<file path="src/rtl/median_3x3.sv">
// 3x3 median filter with frame position tracking.
// Three-stage pipeline: row sort, column reduction, final median.
// Pixels in the two-pixel border (col<2 or row<2) are output as 0.
module median_3x3 #(
  parameter int IMG_WIDTH  = 640,
  parameter int IMG_HEIGHT = 480
) (
  input  logic       clk,
  input  logic       rst_n,
  input  logic       iValid,
  input  logic [7:0] iData_11,
  input  logic [7:0] iData_12,
  input  logic [7:0] iData_13,
  input  logic [7:0] iData_21,
  input  logic [7:0] iData_22,
  input  logic [7:0] iData_23,
  input  logic [7:0] iData_31,
  input  logic [7:0] iData_32,
  input  logic [7:0] iData_33,
  output logic       oValid,
  output logic [7:0] oData,
  output logic       oFrameDone
);

  localparam int DATA_W = 8;
  localparam int CW     = $clog2(IMG_WIDTH);
  localparam int RW     = $clog2(IMG_HEIGHT);
  localparam logic [CW-1:0] COL_LAST = CW'(IMG_WIDTH - 1);
  localparam logic [RW-1:0] ROW_LAST = RW'(IMG_HEIGHT - 1);

  function automatic logic [DATA_W-1:0] max2(input logic [DATA_W-1:0] a, input logic [DATA_W-1:0] b);
    return (a > b) ? a : b;
  endfunction

  function automatic logic [DATA_W-1:0] min2(input logic [DATA_W-1:0] a, input logic [DATA_W-1:0] b);
    return (a < b) ? a : b;
  endfunction

  function automatic logic [DATA_W-1:0] max3(input logic [DATA_W-1:0] a, input logic [DATA_W-1:0] b,
                                             input logic [DATA_W-1:0] c);
    return max2(max2(a, b), c);
  endfunction

  function automatic logic [DATA_W-1:0] min3(input logic [DATA_W-1:0] a, input logic [DATA_W-1:0] b,
                                             input logic [DATA_W-1:0] c);
    return min2(min2(a, b), c);
  endfunction

  // Middle of three: the larger of min(a,b) and min(max(a,b),c).
  function automatic logic [DATA_W-1:0] mid3(input logic [DATA_W-1:0] a, input logic [DATA_W-1:0] b,
                                             input logic [DATA_W-1:0] c);
    return max2(min2(a, b), min2(max2(a, b), c));
  endfunction

  // Packed as {max, mid, min}.
  function automatic logic [3*DATA_W-1:0] sort3(input logic [DATA_W-1:0] a, input logic [DATA_W-1:0] b,
                                                input logic [DATA_W-1:0] c);
    return {max3(a, b, c), mid3(a, b, c), min3(a, b, c)};
  endfunction

  logic [CW-1:0] col;
  logic [RW-1:0] row;
  logic          border_in;
  logic          last_in;

  // Position flags use the counters before this pixel advances them.
  assign border_in = (col < CW'(2)) || (row < RW'(2));
  assign last_in   = (col == COL_LAST) && (row == ROW_LAST);

  // Raster position: advance on accepted pixels only, wrap at line and frame ends.
  always_ff @(posedge clk or negedge rst_n) begin
    if (!rst_n) begin
      col <= '0;
      row <= '0;
    end else if (iValid) begin
      if (col == COL_LAST) begin
        col <= '0;
        row <= (row == ROW_LAST) ? '0 : row + 1'b1;
      end else begin
        col <= col + 1'b1;
      end
    end
  end

  logic [DATA_W-1:0] max_p0 [3];
  logic [DATA_W-1:0] mid_p0 [3];
  logic [DATA_W-1:0] min_p0 [3];
  logic              vld_p0, border_p0, last_p0;

  // Stage 0: sort each window row into max/mid/min.
  always_ff @(posedge clk or negedge rst_n) begin
    if (!rst_n) begin
      for (int i = 0; i < 3; i++) begin
        max_p0[i] <= '0;
        mid_p0[i] <= '0;
        min_p0[i] <= '0;
      end
      vld_p0    <= 1'b0;
      border_p0 <= 1'b0;
      last_p0   <= 1'b0;
    end else begin
      {max_p0[0], mid_p0[0], min_p0[0]} <= sort3(iData_11, iData_12, iData_13);
      {max_p0[1], mid_p0[1], min_p0[1]} <= sort3(iData_21, iData_22, iData_23);
      {max_p0[2], mid_p0[2], min_p0[2]} <= sort3(iData_31, iData_32, iData_33);
      vld_p0    <= iValid;
      border_p0 <= border_in;
      last_p0   <= last_in;
    end
  end

  logic [DATA_W-1:0] lo_p1, md_p1, hi_p1;
  logic              vld_p1, border_p1, last_p1;

  // Stage 1: max of mins, mid of mids, min of maxes.
  always_ff @(posedge clk or negedge rst_n) begin
    if (!rst_n) begin
      lo_p1     <= '0;
      md_p1     <= '0;
      hi_p1     <= '0;
      vld_p1    <= 1'b0;
      border_p1 <= 1'b0;
      last_p1   <= 1'b0;
    end else begin
      lo_p1     <= max3(min_p0[0], min_p0[1], min_p0[2]);
      md_p1     <= mid3(mid_p0[0], mid_p0[1], mid_p0[2]);
      hi_p1     <= min3(max_p0[0], max_p0[1], max_p0[2]);
      vld_p1    <= vld_p0;
      border_p1 <= border_p0;
      last_p1   <= last_p0;
    end
  end

  // Stage 2: final median (or 0 on the border); data holds between valid pixels.
  always_ff @(posedge clk or negedge rst_n) begin
    if (!rst_n) begin
      oValid     <= 1'b0;
      oData      <= '0;
      oFrameDone <= 1'b0;
    end else begin
      oValid     <= vld_p1;
      oFrameDone <= vld_p1 & last_p1;
      if (vld_p1) begin
        oData <= border_p1 ? '0 : mid3(lo_p1, md_p1, hi_p1);
      end
    end
  end

endmodule

</file>
<file path="config.mk">
export PLATFORM = sky130hd
export DESIGN_NAME = median_3x3
export DESIGN_NICKNAME = d
export VERILOG_FILES = /design/src/rtl/median_3x3.sv
export SDC_FILE = /design/constraint.sdc
export NUM_CORES = 1
export LEC_CHECK = 0
export CORE_MARGIN = 2
export CORE_UTILIZATION = 28
export DETAILED_ROUTE_END_ITERATION = 8
export PLACE_DENSITY = 0.51
export SLEW_MARGIN = 0
export SYNTH_ARGS = -nofsm -noshare
export SYNTH_HDL_FRONTEND = slang
export SYNTH_SLANG_ARGS = --single-unit
</file>
<file path="constraint.sdc">
create_clock -name clk -period 5.76 [get_ports clk]
set_clock_uncertainty 0.2 [all_clocks]
set_input_delay 1.152 -clock clk [delete_from_list [all_inputs] [get_ports clk]]
set_output_delay 1.152 -clock clk [all_outputs]
set_load 0.02 [all_outputs]
</file>
* After elaboration in Yosys (flattened, before gate mapping)
Cells that the tools add are included.
Cells by class: bitwise operators 1, multiplexer cells 33, eq/ne operators 2, $lt $le $gt $ge 32, add/sub/neg operators 2, reduce and logical (&&, ||, !) cells 3
Operators by type and width (number):
- two-way mux 8 bit | 31
- > comparator 8 bit | 15
- less-than comparator 8 bit | 15
- adder 10 x 1 -> 10 bit, second input constant | 1
- == test 10 bit, second input constant | 1
- less-than comparator 10 x 2 -> 1 bit, second input constant | 1
- two-way mux 10 bit | 1
- adder 9 x 1 -> 9 bit, second input constant | 1
- == test 9 bit, second input constant | 1
- less-than comparator 9 x 2 -> 1 bit, second input constant | 1
- two-way mux 9 bit | 1
- AND reduction 2 bit | 1
- bitwise AND 1 bit | 1
- logical AND 1 bit | 1
- logical OR 1 bit | 1
Storage, ports and cells: register bits 131

* Logic depth before layout (Yosys ltp)
word-level depth 7, gate-level depth with buffers 27, depth with buffers taken out 25

* Least setup slack after synthesis
OpenSTA, ideal clock, no wires.
path kind input -> register, start in iData_22[1], end reg mid_p0[8] in the netlist's numbering, stages 26, data arrival time 5.908 ns, setup slack -0.472 ns, required time 5.435 ns, setup time 0.125 ns, buffers on the path 1, cell sequence inv_1 > ha_1 > nor2b_1 > o211ai_1 > a21oi_1 > a2111oi_4 > o21bai_2 > mux2_2 > ha_1 > nor2b_1 > o21ai_0 > nand2b_1 > a21oi_1 > o21ai_1 > clkbuf_1 > nand2_1 > o21ai_0 > ha_1 > nor2b_1 > o21a_1 > o21ai_0 > nand2b_1 > a21oi_1 > o21ai_0 > o21ai_1 > mux2_2
Between the ends: longest elaborated chain between the ends 6
Ends and longest elaborated chain:
- start, declared | RTL line 15 | input logic [7:0] iData_22,
- > comparator 8 bit | RTL line 32 | return (a > b) ? a : b;
- two-way mux 8 bit | RTL line 32
- less-than comparator 8 bit | RTL line 36 | return (a < b) ? a : b;
- two-way mux 8 bit | RTL line 36
- > comparator 8 bit | RTL line 32
- two-way mux 8 bit (*) | RTL line 32
- end, declared | RTL line 86 | logic [DATA_W-1:0] mid_p0 [3];
Every way passes the cells marked *; elsewhere a longest branch is shown, timed or not. A chain may end at the register's enable or synchronous reset.

* Worst setup path after layout
start reg mid_p0[10] in the netlist's numbering, end reg md_p1[2]
Between the ends: longest elaborated chain between the ends 6
Ends and longest elaborated chain:
- > comparator 8 bit | RTL line 32
- two-way mux 8 bit | RTL line 32
- less-than comparator 8 bit | RTL line 36
- two-way mux 8 bit | RTL line 36
- > comparator 8 bit | RTL line 32
- two-way mux 8 bit (*) | RTL line 32
- end signal, assigned | RTL line 125 | md_p1 <= mid3(mid_p0[0], mid_p0[1], mid_p0[2]);
- end, declared | RTL line 111 | logic [DATA_W-1:0] lo_p1, md_p1, hi_p1;
Marked as above.

==> results.txt <==
CORE AREA = 0.0376 mm2
Worst setup EP type = register
FMAX = 180 MHz
Clock tree buffer depth = 2
Arrival @ worst endpoint = 5.65 ns
CTS tree = yes
Gr usage total = 0.143
Die W = 199 um
Slew Viols, Final = 0
Maximum vdd drop = 0.366 mV
WL final = 27700 um
Post-Place Cells = 1877
GPL Wtd Cong = 0.840
Hold Path Origin = last_p0$_DFF_PN0_
Setup tns final = 0 ns
Area leader, netlist = dfrtp_1
Initial antenna violation count = 0
Post-route cell area = 0.0143 mm2
Final hold vios = 0
DRC = 0
Reg clk slew, reported paths = 0.06 ns
Non-filler cells, final = 1918
Largest net degree at the start of global routing = 60
Via count = 8838
CP max stage delay = 0.37 ns
Leakage = 7.11 nW
Detailed Routing Iterations Pass 1 = 6
Most frequent cells in the layout = 164 x ha_1, 151 x buf_4, 140 x inv_1
Slew @ Worst Pin = 0.846 ns
Synth Flop Type = dfrtp_1
Post-Syn Instances = 1146
DR iter-0 viols = 375
Worst skew pair latency = 0.42 ns
Synth Register Bits = 131
Initial core utilization = 0.283
Reg2reg setup slack = 0.21 ns
Commonest non-fill, non-tap cell in the layout = ha_1
Worst Setup Path Type = reg -> reg
Critical path origin = mid_p0[10]$_DFF_PN0_
Register area share after synthesis = 0.308
Via/cell ratio = 4.61
Fin worst setup slack = 0.212 ns
Worst-path fanout max = 8
Netlist cell types = 59
Worst reg2reg startpoint = mid_p0[10]$_DFF_PN0_
R2R cell count = 25
Mapped Nets = 1392
Detailed Place HPWL = 22900 um
Period utilization = 0.963
Hold_ws = 0.148 ns
Crit path to = md_p1[2]$_DFF_PN0_
Post-Syn Area = 0.0106 mm2
Total CTS buffers = 17
Synth warn = 0
Buffers and inverters on the worst path = 3
Die area = 0.0396 mm2
HP Class = reg -> reg
Area contributors post-synth = dfrtp_1 31%, ha_1 20%, mux2_2 7.9%
Io pins = 85
H-tree depth = 4
Nets = 1640
Hold path depth = 0
Global route overflow = 0
Critical-path top delay cell = dfrtp_1
Vias in the first global route = 8869
Placed inst area = 0.0132 mm2
Worst Setup Start Kind = register
Global-route wire length before repair = 44400 um
Post-synth EDFFs = 0
Die Ht = 199 um
Mean Syn Cell Area = 9.28 um2
Port buffer count = 84
Share of cells above drive strength 1 = 0.244
Maxcap violations = 0
Power Density = 528 mW/mm2
Crit Reg-Reg Endpoint = md_p1[2]$_DFF_PN0_
Fill cell count = 3746
Crit path time final = 5.55 ns
RSZ-0062 raised after global routing = yes
DRT antenna net count = 0
Fin util = 0.380
CTS Sinks = 131
Power, Total = 7.53 mW
Synthesis-to-layout area growth = 34.2%
Yosys top cell area share = 0.308
# setup viols final = 0
Top Family by Delay on Critical Path = compound AO/OA/AOI/OAI gates
Status = completed
Clock root buffer = clkbuf_16
Dpl ws = -0.712 ns
FP Rows = 71
Diodes inserted = 0
CP Depth = 25
Max-slew headroom = 0.434
Worst EP required = 5.86 ns
Asr flop ratio synth = 1.00
WL/cell = 14.5 um
[cells by family after synthesis]
family,share of synthesized area
compound gates,0.171
simple gates,0.112
fa+ha+maj,0.201
flops,0.308
buf+inv,0.0565
xor+xnor,0.00824
mux,0.143
[registers in the layout, indices dropped and copies added (netlist names)]
register    count
md_p1           8
row             9
border_p0       1
vld_p0          1
oData           8
oValid          1
oFrameDone      1
hi_p1           8
min_p0         24
lo_p1           8
max_p0         24
vld_p1          1
last_p0         1
border_p1       1
col            10
last_p1         1
mid_p0         24
[timing repair]
item / CTS / global route
pin swaps: 0 / 31
hold buffers: 0 / 0
resized for setup: 17 / 83
gates cloned: 1 / 1
endpoints found under the setup margin: 23 / 40
setup buffers: 0 / 7
hold endpoints to repair: 0 / 0
[area by class of cell]
type	count	area, um2	share of cell area
clock buffers	17	425	0.0298
clock inverters	15	171	0.0120
inverters	142	533	0.0373
multi-input cells	858	7140	0.500
flip-flops and latches	131	3280	0.230
well taps	511	639	0.0448
repair buffers	244	2090	0.146
[layer usage]
layer / track usage / routed length [um] / vias to the layer above
li1: - / - / 4586
met1: 0.188 / 13200 / 4138
met2: 0.247 / 13600 / 94
met3: 0.0188 / 543 / 20
met4: 0.0351 / 351 / 0
met5: 0 / 0 / -
[power by group]
part | switching, mW | internal [mW] | leakage (nW)
logic | 2.63 | 2.37 | 5.24
clock network | 0.447 | 0.650 | 0.286
registers | 0.228 | 1.21 | 1.58
[worst min path at each step]
stage / end / slack, ns
3_5_place_dp: last_p1$_DFF_PN0_ / 0.13
4_1_cts: last_p1$_DFF_PN0_ / 0.15
6_report: last_p1$_DFF_PN0_ / 0.15
3_3_place_gp: vld_p1$_DFF_PN0_ / 0.13
5_1_grt: vld_p1$_DFF_PN0_ / 0.16
2_1_floorplan: border_p1$_DFF_PN0_ / 0.13
[cell usage after synthesis (2+ instances only)]
cell type,number
a2111oi_4,2
a211o_1,2
a211oi_1,6
a21o_1,36
a21oi_1,52
a21oi_2,2
a22oi_1,2
a31oi_4,2
and2_1,4
and3_1,9
and4_1,2
buf_2,3
clkbuf_1,14
dfrtp_1,131
ha_1,171
inv_1,141
mux2_2,75
mux2i_1,66
nand2_1,114
nand2b_1,14
nand3_1,15
nand3b_1,2
nand4_1,29
nor2_1,36
nor2_2,2
nor2b_1,16
nor3_1,2
nor4_1,4
o211ai_1,2
o21a_1,21
o21ai_0,113
o21ai_1,8
o21bai_1,4
o21bai_2,3
o221a_2,6
o22ai_1,2
o31a_1,2
o41ai_1,2
xnor2_1,7
xor2_1,3
Note: power is estimated with default switching activity, not from simulation.
